===== src/rtl/shift_arbiter_if.sv =====
// Requester/consumer bundle for the shared shifter arbiter.
// Requester k owns slice k of every packed per-requester vector.
interface shift_arbiter_if #(
  parameter int N = 32,
  parameter int R = 4
);
  localparam int SW = $clog2(N);
  localparam int IW = $clog2(R);

  logic [R-1:0]    req_valid;
  logic [R-1:0]    req_ready;
  logic [R*N-1:0]  req_input;
  logic [R*SW-1:0] req_shift_val;
  logic [R-1:0]    req_left_right;
  logic [R-1:0]    req_logic_arith;
  logic            resp_valid;
  logic            resp_ready;
  logic [N-1:0]    resp_result;
  logic [IW-1:0]   resp_id;

  // Requesters plus the result consumer.
  modport master (
    output req_valid, req_input, req_shift_val, req_left_right, req_logic_arith, resp_ready,
    input  req_ready, resp_valid, resp_result, resp_id
  );

  // The arbiter itself.
  modport slave (
    input  req_valid, req_input, req_shift_val, req_left_right, req_logic_arith, resp_ready,
    output req_ready, resp_valid, resp_result, resp_id
  );
endinterface


===== src/rtl/shift_arbiter.sv =====
// Round-robin arbiter sharing one barrel shifter among R requesters.
// Stage A holds the granted operand and feeds the combinational shifter;
// stage B registers the result and its requester ID toward the consumer.
module shift_arbiter #(
  parameter int N = 32,
  parameter int R = 4
) (
  input  logic             clk,
  input  logic             rst,
  shift_arbiter_if.slave   bus,
  output logic             busy_o
);
  localparam int SW = $clog2(N);
  localparam int IW = $clog2(R);

  typedef enum logic [1:0] {
    OCC_EMPTY,
    OCC_ONE,
    OCC_FULL
  } occ_t;

  // Per-requester views of the packed request fields
  logic [N-1:0]  req_op    [R];
  logic [SW-1:0] req_sh    [R];

  // Stage A
  logic          va_q;
  logic [N-1:0]  a_op_q;
  logic [SW-1:0] a_sh_q;
  logic          a_dir_q;
  logic          a_arith_q;
  logic [IW-1:0] a_id_q;

  // Stage B
  logic          vb_q;
  logic [N-1:0]  b_res_q;
  logic [IW-1:0] b_id_q;

  logic [IW-1:0] ptr_q;
  logic [IW-1:0] ptr_d;

  logic          load_b;
  logic          a_free;
  logic          found;
  logic          accept;
  logic [IW-1:0] grant_idx;
  logic [IW-1:0] idx;
  logic [R-1:0]  grant;
  logic          fill;
  logic [N-1:0]  shift_res;
  occ_t          occ;

  genvar gi;
  for (gi = 0; gi < R; gi++) begin : g_req
    assign req_op[gi] = bus.req_input[gi*N +: N];
    assign req_sh[gi] = bus.req_shift_val[gi*SW +: SW];
  end

  // B takes A's result whenever B is empty or being drained; A is reusable then too
  assign load_b = va_q & (~vb_q | bus.resp_ready);
  assign a_free = ~va_q | load_b;

  // Round-robin search starting at ptr_q; grant only when stage A can take it
  always_comb begin
    grant     = '0;
    grant_idx = '0;
    found     = 1'b0;
    idx       = '0;
    for (int i = 0; i < R; i++) begin
      idx = ptr_q + IW'(i);
      if (!found && bus.req_valid[idx]) begin
        found     = 1'b1;
        grant_idx = idx;
      end
    end
    if (found && a_free) begin
      grant[grant_idx] = 1'b1;
    end
  end

  assign accept        = found & a_free;
  assign bus.req_ready = grant;
  assign ptr_d         = accept ? grant_idx + 1'b1 : ptr_q;

  // Sign fill only for arithmetic right shifts of a negative operand
  assign fill = a_dir_q & a_arith_q & a_op_q[N-1];

  // Log-depth shifter: stage s moves the value by 2**s when bit s of the amount is set
  always_comb begin
    shift_res = a_op_q;
    for (int s = 0; s < SW; s++) begin
      if (a_sh_q[s]) begin
        if (a_dir_q) begin
          shift_res = (shift_res >> (1 << s)) |
                      (fill ? ~({N{1'b1}} >> (1 << s)) : {N{1'b0}});
        end else begin
          shift_res = shift_res << (1 << s);
        end
      end
    end
  end

  // Pipeline registers, pointer and stage valid bits
  always_ff @(posedge clk or posedge rst) begin
    if (rst) begin
      va_q      <= 1'b0;
      vb_q      <= 1'b0;
      a_op_q    <= '0;
      a_sh_q    <= '0;
      a_dir_q   <= 1'b0;
      a_arith_q <= 1'b0;
      a_id_q    <= '0;
      b_res_q   <= '0;
      b_id_q    <= '0;
      ptr_q     <= '0;
    end else begin
      if (accept) begin
        a_op_q    <= req_op[grant_idx];
        a_sh_q    <= req_sh[grant_idx];
        a_dir_q   <= bus.req_left_right[grant_idx];
        a_arith_q <= bus.req_logic_arith[grant_idx];
        a_id_q    <= grant_idx;
      end
      va_q <= accept | (va_q & ~load_b);
      if (load_b) begin
        b_res_q <= shift_res;
        b_id_q  <= a_id_q;
      end
      vb_q  <= load_b | (vb_q & ~bus.resp_ready);
      ptr_q <= ptr_d;
    end
  end

  // Occupancy view of the two stage valid bits
  always_comb begin
    occ = OCC_EMPTY;
    if (va_q && vb_q) begin
      occ = OCC_FULL;
    end else if (va_q || vb_q) begin
      occ = OCC_ONE;
    end
  end

  assign busy_o          = (occ != OCC_EMPTY);
  assign bus.resp_valid  = vb_q;
  assign bus.resp_result = b_res_q;
  assign bus.resp_id     = b_id_q;
endmodule


===== src/flat_wrapper.sv =====
// flat-port wrapper written by rule: the top's interface ports become plain ports
module shift_arbiter_flat 
#(
  parameter int N = 32,
  parameter int R = 4
)
  (clk, rst, busy_o, bus_req_valid, bus_req_input, bus_req_shift_val, bus_req_left_right, bus_req_logic_arith, bus_resp_ready, bus_req_ready, bus_resp_valid, bus_resp_result, bus_resp_id);
  shift_arbiter_if #(.N(N), .R(R)) bus_i ();
  input  logic clk;
  input  logic rst;
  output logic busy_o;
  input wire logic [$bits(bus_i.req_valid)-1:0] bus_req_valid;
  input wire logic [$bits(bus_i.req_input)-1:0] bus_req_input;
  input wire logic [$bits(bus_i.req_shift_val)-1:0] bus_req_shift_val;
  input wire logic [$bits(bus_i.req_left_right)-1:0] bus_req_left_right;
  input wire logic [$bits(bus_i.req_logic_arith)-1:0] bus_req_logic_arith;
  input wire logic [$bits(bus_i.resp_ready)-1:0] bus_resp_ready;
  output wire logic [$bits(bus_i.req_ready)-1:0] bus_req_ready;
  output wire logic [$bits(bus_i.resp_valid)-1:0] bus_resp_valid;
  output wire logic [$bits(bus_i.resp_result)-1:0] bus_resp_result;
  output wire logic [$bits(bus_i.resp_id)-1:0] bus_resp_id;
  assign bus_i.req_valid = bus_req_valid;
  assign bus_i.req_input = bus_req_input;
  assign bus_i.req_shift_val = bus_req_shift_val;
  assign bus_i.req_left_right = bus_req_left_right;
  assign bus_i.req_logic_arith = bus_req_logic_arith;
  assign bus_i.resp_ready = bus_resp_ready;
  assign bus_req_ready = bus_i.req_ready;
  assign bus_resp_valid = bus_i.resp_valid;
  assign bus_resp_result = bus_i.resp_result;
  assign bus_resp_id = bus_i.resp_id;
  shift_arbiter #(.N(N), .R(R)) u_core (.clk(clk), .rst(rst), .bus(bus_i), .busy_o(busy_o));
endmodule

===== config.mk =====
export PLATFORM = sky130hd
export DESIGN_NAME = shift_arbiter_flat
export DESIGN_NICKNAME = d
export VERILOG_FILES = /design/src/rtl/shift_arbiter_if.sv /design/src/rtl/shift_arbiter.sv /design/src/flat_wrapper.sv
export SDC_FILE = /design/constraint.sdc
export NUM_CORES = 1
export LEC_CHECK = 0
export BUFFER_PORTS_ARGS = -buffer_cell sky130_fd_sc_hd__buf_2
export CORE_ASPECT_RATIO = 1.25
export CORE_MARGIN = 2
export CORE_UTILIZATION = 50
export CTS_CLUSTER_DIAMETER = 60
export DETAILED_ROUTE_END_ITERATION = 8
export HOLD_SLACK_MARGIN = 0.06
export MAX_ROUTING_LAYER = met4
export PLACE_DENSITY = 0.78
export SETUP_SLACK_MARGIN = 0.05
export SLEW_MARGIN = 20
export SYNTH_ARGS = -nofsm -noshare
export SYNTH_HDL_FRONTEND = slang
export SYNTH_SLANG_ARGS = --single-unit

===== constraint.sdc =====
create_clock -name clk -period 6.1 [get_ports clk]
set_input_delay 0.915 -clock clk [delete_from_list [all_inputs] [get_ports clk]]
set_output_delay 0.915 -clock clk [all_outputs]
set_load 0.005 [all_outputs]

==> metrics.md <==
| Metric | Value |
|---|---|
| Status | `completed` |
| Hpwl dp | `about 22000 um` |
| Die Width | `around 120 um` |
| Final Total Pwr | `slightly below 6 mW` |
| Synth Warn # | `0` |
| # nets final | `1328` |
| Die ar. | `18040 um^2` |
| Switching power | `between 3 and 4 mW` |
| CP Data Arrival Time | `approximately 3800 ps` |
| Mapped cell area | `8489 um^2` |
| CP Launch Point | `u_core.a_sh_q[0]` |
| Critical Path Source Type | `flip-flop` |
| Synth-to-Final Area Change | `12.56%` |
| Library cells used by synthesis | `70` |
| Fin area | `between 9000 and 10000 um^2` |
| Wire per inst | `around 22 um` |
| First-pass iteration count of the detailed router | `8` |
| Mapped Nets | `around 1200` |
| Inserted Diodes | `0` |
| Core area | `roughly 17000 um^2` |
| CP required | `6320 ps` |
| Clk_lat worst skew | `around 360 ps` |
| DRC Markers | `0` |
| Num CTS Buffers | `9` |
| RSZ-0062 raised after global routing | `no` |
| Sw Ratio | `55.51%` |
| Clock Pin Slew Worst Setup and Hold Paths | `70 ps` |
| TritonCTS clock tree | `yes` |
| Root Driver | `clkbuf_16` |
| Post-synth top flop | `dfrtp_1` |
| Final Util | `a little under three fifths` |
| Crit path max fanout | `approximately 90` |
| EDFF count, synth | `0` |
| Post-Syn Instances | `about 1000` |
| Sequential Power Share | `~22%` |
| Gr ovfl total | `0` |
| Yosys reg bits | `slightly below 80` |
| R2r startpoint | `u_core.a_sh_q[0]` |
| Hold Crit Start | `u_core.a_id_q[1]` |
| Post-DRT Antenna Nets | `0` |
| Final period util | `around 59%` |
| Syn_area_per_cell | `8.108 um^2` |
| Initial antenna violation count | `0` |
| Synth top area share | `23.29%` |
| Power Dens Cells | `just over 600 nW/um^2` |
| Post_cts resized | `0` |
| # setup viols final | `0` |
| Standard-cell rows | `53` |
| Worst min-delay path category | `flip-flop to flip-flop` |
| Final wirelength | `between 20000 and 30000 um` |
| Placed cells | `1370` |
| Fin worst setup slack | `about 2500 ps` |
| Die height | `between 100 and 150 um` |
| Global Route Usage Sum | `~34%` |
| Max-Slew Margin vs Limit | `28.19%` |
| Final min period | `3607 ps` |
| TNS Setup | `0 ps` |
| Final Non-Filler Cells | `about 1400` |
| Worst-margin pin slew | `around 1100 ps` |
| Top Ports | `between 200 and 250` |
| Vias/cell | `6.585` |
| Final number of hold-violating endpoints | `0` |
| Setup WS pre-CTS | `between 2000 and 3000 ps` |
| Placed Area | `about 9000 um^2` |
| Max-cap violation count | `0` |
| Top cells by area, synth | `dfrtp_1 (23%), mux2i_1 (19%), nor2_1 (6.8%)` |
| Largest net degree at the start of global routing | `90` |
| Iter 0 DRT Violations | `1282` |
| H-tree depth | `3` |
| CTS max path bufs | `2` |
| Clk sinks | `about 80` |
| Commonest non-fill, non-tap cells in the layout | `buf_2 (202), mux2i_1 (157), nor2_1 (150)` |
| FMAX | `between 200 and 300 MHz` |
| Hold WS | `between 400 and 500 ps` |
| First-pass GRT wire length | `between 40000 and 50000 um` |
| Post-CTS setup buffer count | `0` |
| Int Pwr | `between 2 and 3 mW` |
| Worst vdd ir | `about 0.00034 V` |
| Vias | `around 9000` |
| Multi-input logic area | `5763 um^2` |
| Fill count | `1610` |
| CP Capture Type | `flip-flop` |
| Register area share after synthesis | `23.29%` |
| # hold bufs at CTS | `0` |
| Gate power share | `68.0%` |
| Setup CP Type | `flip-flop to flip-flop` |
| Leakage | `~4.2 nW` |
| Area leader, netlist | `dfrtp_1` |
| Routability cong. | `between 1 and 1.5` |
| Share of cells above drive strength 1 | `approximately a quarter` |
| Most common cell after layout, fill and taps aside | `buf_2` |
| Number of buffers added on ports | `202` |
| Max Slew Vio Count | `0` |
| Seq. cell area | `slightly below 2000 um^2` |
| Vias in the first global route | `~8500` |
| Power share of the clock group | `between 10% and 20%` |
| Starting Density | `around 51%` |
| Clock Skew | `a little under 9 ps` |
| Async S/R FF share, synth | `100.0%` |
## power groups by stage
stage	clock network [mW]	registers, mW	logic, mW
5_1_grt	0.641	1.29	4.24
3_3_place_gp	0	1.24	3.81
2_1_floorplan	0	0.907	3.23
4_1_cts	0.614	1.24	3.84
6_report	0.612	1.26	3.97
3_5_place_dp	0	1.25	3.82
## layer usage
metal	GRT usage [%]	up-vias	part of all wire (%)
met5	-	-	0
met4	15.64	0	5.1
met3	6.974	115	10
met2	50.71	587	45
met1	43.34	4245	40
li1	-	4180	-
## worst paths after layout
check                                                   to  slack [ps]  cells after the start
worst max-delay path            u_core.bus.resp_result[27]        2490                      7
worst max register to register  u_core.bus.resp_result[27]        2490                      7
worst min-delay path                 u_core.bus.resp_id[1]         490                      2
max in group asynchronous                 u_core.a_sh_q[0]        4770                      3
worst min register to register       u_core.bus.resp_id[1]         490                      2
min in group asynchronous            u_core.bus.resp_valid         710                      3
## worst max-delay path: stages (launching register included)
cell,delay (ps)
dfrtp_4,1130
buf_4,660
mux2i_1,280
o22ai_1,140
nor2_1,360
a21oi_1,150
a2111oi_0,590
nor4_1,90
## synth_stat cells (20+ instances only)
cell / n
o21ai_0: 58
clkbuf_1: 48
dfrtp_1: 79
buf_2: 22
a21oi_1: 50
a211oi_2: 22
nand2_1: 70
a221oi_1: 44
a211oi_1: 27
nor2_1: 153
mux2i_1: 157
o22ai_1: 20
nor3_1: 32
## cell families after synthesis
kind of cell,count (synthesis),share of synthesized area (%)
AOI/OAI and AO/OA,339,29.31
adders and majority gates,4,0.5896
buffers and inverters,133,9.138
DFF,79,23.29
muxes,171,21.16
and+or+nand+nor,321,16.51
## state kept, by name, indices dropped and copies added (netlist names)
name                    count
u_core.bus.resp_valid       1
u_core.a_dir_q              1
u_core.a_op_q              32
u_core.ptr_q                2
u_core.bus.resp_result     32
u_core.bus.resp_id          2
u_core.va_q                 1
u_core.a_arith_q            1
u_core.a_sh_q               5
u_core.a_id_q               2
## area by class of cell
type                       instances  area share, %
clock buffer                      10          2.501
sequential                        79          20.77
clock inverter                     6         0.9821
tap                              220          2.881
inverter                          19         0.7595
timing repair buffer             217          11.80
multi-input combinational        835          60.31
No activity file was read; power rests on OpenSTA's default activity.
